<file path="config.mk">
export PLATFORM = sky130hd
export DESIGN_NAME = data_mem_responder
export DESIGN_NICKNAME = d
export VERILOG_FILES = /design/src/rtl/data_mem_responder.sv
export SDC_FILE = /design/constraint.sdc
export NUM_CORES = 2
export LEC_CHECK = 0
export CAP_MARGIN = 5
export CELL_PAD_IN_SITES_DETAIL_PLACEMENT = 0
export CELL_PAD_IN_SITES_GLOBAL_PLACEMENT = 2
export CORE_MARGIN = 2
export CORE_UTILIZATION = 44
export CTS_CLUSTER_DIAMETER = 50
export CTS_CLUSTER_SIZE = 12
export DETAILED_ROUTE_END_ITERATION = 8
export PLACE_DENSITY_LB_ADDON = 0.3
export SYNTH_ARGS = -nofsm -noshare
export SYNTH_HDL_FRONTEND = slang
export SYNTH_SLANG_ARGS = --single-unit
</file>
<file path="constraint.sdc">
create_clock -name ck -period 5.9 [get_ports ck]
set_clock_uncertainty 0.2 [all_clocks]
set_input_delay 0.885 -clock ck [delete_from_list [all_inputs] [get_ports ck]]
set_output_delay 0.885 -clock ck [all_outputs]
set_load 0.01 [all_outputs]
</file>
<file path="src/rtl/data_mem_responder.sv">
// Data-memory target: latches one load/write request, waits WAIT_CYCLES, commits write-then-read,
// and pulses ld_valid. Optional bounds checking is enabled by defining DMEM_BOUNDS_CHECK_EN.
module data_mem_responder #(
  parameter int    DEPTH       = 256,
  parameter int    WAIT_CYCLES = 2,
  parameter string INIT_FILE   = ""
) (
  input  logic        ck,
  input  logic        rst_n,
  input  logic        is_load,
  input  logic        is_write,
  input  logic [8:0]  load_addr,
  input  logic [8:0]  write_addr,
  input  logic [15:0] data,
  output logic        mem_ready,
  output logic        ld_valid,
  output logic [15:0] ld_data,
  output logic        addr_err,
  output logic [1:0]  dbg_state
);

  localparam int AW = (DEPTH > 1) ? $clog2(DEPTH) : 1;

  // Handshake: a request is accepted on any posedge where mem_ready=1 and is_load|is_write=1;
  // requests presented while mem_ready=0 are dropped. ld_valid is a one-cycle pulse, no back-pressure.
  typedef enum logic [1:0] {
    S_IDLE = 2'd0,
    S_WAIT = 2'd1,
    S_RESP = 2'd2
  } state_t;

  state_t      r_state;
  logic [3:0]  r_cnt;
  logic        r_ld;
  logic        r_wr;
  logic [8:0]  r_laddr;
  logic [8:0]  r_waddr;
  logic [15:0] r_data;
  logic        r_ready;
  logic        r_vld;
  logic [15:0] r_ld_data;
  logic        r_err;
  logic [15:0] r_mem [DEPTH];

  logic [AW-1:0] w_lidx;
  logic [AW-1:0] w_widx;
  logic          w_commit;
  logic          w_lerr;
  logic          w_werr;
  logic          w_do_wr;
  logic [15:0]   w_rd_val;
  logic          w_err_hit;
  logic          w_unused_hi;

  assign w_lidx      = r_laddr[AW-1:0];
  assign w_widx      = r_waddr[AW-1:0];
  assign w_unused_hi = ^{r_laddr, r_waddr};
  assign w_commit    = (r_state == S_WAIT) && (r_cnt == 4'd0);

`ifdef DMEM_BOUNDS_CHECK_EN
  assign w_lerr = ({1'b0, r_laddr} >= 10'(DEPTH));
  assign w_werr = ({1'b0, r_waddr} >= 10'(DEPTH));
`else
  assign w_lerr = 1'b0;
  assign w_werr = 1'b0;
`endif

  assign w_do_wr   = r_wr && !w_werr;
  assign w_err_hit = (r_ld && w_lerr) || (r_wr && w_werr);

  // Write-first: a load to the address being written in the same commit sees the new data.
  always_comb begin
    w_rd_val = r_mem[w_lidx];
    if (w_lerr)
      w_rd_val = 16'hDEAD;
    else if (w_do_wr && (w_widx == w_lidx))
      w_rd_val = r_data;
  end

  always_ff @(posedge ck or negedge rst_n) begin
    if (!rst_n) begin
      r_state   <= S_IDLE;
      r_cnt     <= 4'd0;
      r_ld      <= 1'b0;
      r_wr      <= 1'b0;
      r_laddr   <= 9'd0;
      r_waddr   <= 9'd0;
      r_data    <= 16'h0;
      r_ready   <= 1'b1;
      r_vld     <= 1'b0;
      r_ld_data <= 16'h0;
      r_err     <= 1'b0;
    end else begin
      case (r_state)
        S_IDLE: begin
          if (is_load || is_write) begin
            r_ld    <= is_load;
            r_wr    <= is_write;
            r_laddr <= load_addr;
            r_waddr <= write_addr;
            r_data  <= data;
            r_cnt   <= 4'(WAIT_CYCLES);
            r_ready <= 1'b0;
            r_state <= S_WAIT;
          end
        end
        S_WAIT: begin
          if (r_cnt == 4'd0) begin
            r_vld   <= r_ld;
            r_err   <= w_err_hit;
            if (r_ld)
              r_ld_data <= w_rd_val;
            r_state <= S_RESP;
          end else begin
            r_cnt <= r_cnt - 4'd1;
          end
        end
        S_RESP: begin
          r_vld   <= 1'b0;
          r_err   <= 1'b0;
          r_ready <= 1'b1;
          r_state <= S_IDLE;
        end
        default: begin
          r_vld   <= 1'b0;
          r_err   <= 1'b0;
          r_ready <= 1'b1;
          r_state <= S_IDLE;
        end
      endcase
    end
  end

  // Storage is intentionally not reset; a reset during WAIT leaves r_state=IDLE so nothing commits.
  always_ff @(posedge ck) begin
    if (w_commit && w_do_wr)
      r_mem[w_widx] <= r_data;
  end

  assign mem_ready = r_ready;
  assign ld_valid  = r_vld;
  assign ld_data   = r_ld_data;
  assign dbg_state = r_state;
`ifdef DMEM_BOUNDS_CHECK_EN
  assign addr_err  = r_err;
`else
  assign addr_err  = 1'b0;
`endif

endmodule

</file>
==> results.md <==
* Fin. Hold Viols at 0
* Crit start category: flop
* Hold Buf Count CTS at 1
* VDD IR max at 413 µV
* Die Ht at 606 µm
* Most frequent cells in the layout: edfxtp_1, mux4_2, mux2i_1
* Cell Area, Synth at 159000 µm²
* Syn. warnings at 0
* Slew at the pin closest to its max-slew limit at 1280 ps
* Fin crit share at 79.7%
* Global-route wire length before repair at approximately 590000 µm
* Vias in the first global route at 77900
* Critical Path RT at 6370 ps
* Status: finished clean
* Starting Density at 44.1%
* CP endpoint kind: flop
* Slew Viols, Final at 0
* Max FO, Critical Path at 12
* FP Rows at 221
* Largest area contributor in the netlist: edfxtp_1
* Placeable Area at 361000 µm²
* Clock Latency Late Sink at between 900 and 1000 ps
* CP arrival at 5170 ps
* Congestion Overflow GR at 0
* DRT met1 WL at 179000 µm
* Largest net degree at the start of global routing at ~190
* Leak at 57.2 nW
* Drt wl/cell at 32.3 µm
* Routability Congestion at 0.831
* Fin nets at 8140
* Number of DRC markers in iteration 0 at 9361
* Tmin final at 4700 ps
* Fillers at about 29000
* H-tree levels at 5
* Crit Path Category: reg -> reg
* DR pass1 iterations at 6
* Syn Area/Cell at 21.1 µm²
* Setup violators final at 0
* Synth Register Bits at ~4200
* Most common cell after layout, fill and taps aside: edfxtp_1
* Largest cells by area after synthesis: edfxtp_1, mux4_2, mux2i_1
* Number of I/O pins at 59
* CTS root buf: clkbuf_16
* Vias at 78600
* Final worst slack at around 1200 ps
* Max Fclk at 213 MHz
* Clk slew on worst S/H paths at 60 ps
* Max-Cap Viols at 0
* Synth Flop Type: edfxtp_1
* Post-cts repair resize count at 0
* Sequential-to-total area share from yosys stat at 78.1%
* Worst slack at placement at 1200 ps
* Width of the die at 606 µm
* P&R area growth vs syn at 13.8%
* Num Clock Sinks at a little over 4000
* RSZ-0062 raised after global routing: false
* Port Buffers at 55
* WL final at 424000 µm
* Synthesized Nets at about 7600
* Hold_ws at roughly 210 ps
* Residual DRC at 0
* DR WL met3 at 31500 µm
* Top Layer Used: met5
* Ys async rst share at 1.40%
* Initial antenna violation count at 23
* Post-DP HPWL at ~250000 µm
* Total GRT Usage at 22.9%
* Power Total at between 80 and 90 mW
* Top cell type's share of synthesized area at 77.2%
* Synth unique cells at 62
* Postcts setup bufs at 0
* Setup TNS at 0 ps
* CTS Buffer Depth at 4
* Synthesized instance count at between 7000 and 8000
* Worst hold path class: in -> async
* EDFF count, synth at about 4100
* CTS tree: built
* Die area at 367000 µm²
* Final antenna-violating net count at 0
* Via density at around 6.0
* Routed length on met2 at just over 200000 µm
* Power Dens Cells at 488 nW/µm²
* Num CTS Buffers at 437
* Rel. slew slack at 14.7%
* Share of layout cells above drive strength 1 at 23.2%
worst paths after layout:
| path | start | to | slack [ps] | depth (start not counted) |
|---|---|---|---|---|
| worst max-delay path | r_cnt[0] | r_mem[124][2] | 1200 | 8 |
| worst min-delay path | rst_n | r_data[9] | 210 | 2 |
| worst max register to register | r_cnt[0] | r_mem[124][2] | 1200 | 8 |
| worst min register to register | r_wr | r_wr | 270 | 2 |
| max in group asynchronous | rst_n | r_laddr[3] | 4120 | 3 |
| min in group ck | data[5] | r_data[5] | 230 | 3 |
critical path, stage by stage, from the launching register on:
cell,delay (ps)
dfrtp_1,410
inv_1,90
ha_1,160
nor3b_1,360
and3_1,450
nor3b_1,680
nand3_2,860
nor2_1,840
buf_4,330
cell type report:
type,count,area [µm²],area share [%]
Antenna cell,4,10.0,0.00552
Timing Repair Buffer,539,4680,2.58
Multi-Input combinational cell,2964,32800,18.1
Clock buffer,518,11500,6.34
Inverter,4,15.0,0.00828
Clock inverter,181,1920,1.06
Tap cell,4794,6000,3.31
Sequential cell,4154,125000,68.6
cells in the mapped netlist (15+ instances only):
cell	count
a21oi_1	49
nor4_1	21
buf_2	116
mux2i_1	602
mux4_2	740
nand3_1	44
clkbuf_1	174
edfxtp_1	4096
buf_6	31
buf_4	114
o2111ai_1	29
a22oi_1	376
nand2_1	172
o22ai_1	106
mux2_2	29
nand4_1	79
a211oi_1	46
nor3_1	51
a22o_1	31
o21a_1	15
dfrtp_1	57
nor2_1	329
o21ai_0	70
nor2b_1	33
and3_1	23
report_power, final:
group | switching, mW | total (mW) | leakage, nW | internal [mW]
registers | 1.70 | 38.6 | 37.8 | 36.9
clock network | 11.1 | 26.2 | 6.52 | 15.1
logic | 15.6 | 23.8 | 12.9 | 8.20
total | 28.3 | 88.5 | 57.2 | 60.2
flip-flops by register name, summed over array words and instances (netlist names):
name	count
ld_valid	1
r_ld	1
dbg_state	2
r_mem	4096
r_waddr	8
ld_data	16
r_wr	1
mem_ready	1
r_laddr	8
r_cnt	4
r_data	16
logic make-up (layout without fill, tap and decap cells):
logic type      count (synthesis)  after routing  share of synthesized area, %
flops                        4154           4154                          78.1
mux                          1371           1371                          14.4
simple gates                  805            805                          2.38
compound gates                775            775                          3.44
buf+inv                       451           1242                          1.60
xor+xnor                       10             10                        0.0549
fa+ha+maj                       2              2                        0.0157
other cells                     1              5                       0.00235
per-stage QoR:
step	utilization, %	cells	cell area [µm²]
global placement	46.5	12500	168000
finish	50.2	13200	181000
detailed placement	46.5	12500	168000
global route	50.2	13200	181000
CTS	50.2	13200	181000
floorplan	-	7569	159000
per-layer routing:
layer,vias to the layer above,track usage (%)
li1,32600,-
met1,42300,32.8
met2,3069,36.3
met3,535,4.05
met4,2,6.34
met5,-,0
Note: power is estimated with default switching activity, not from simulation.
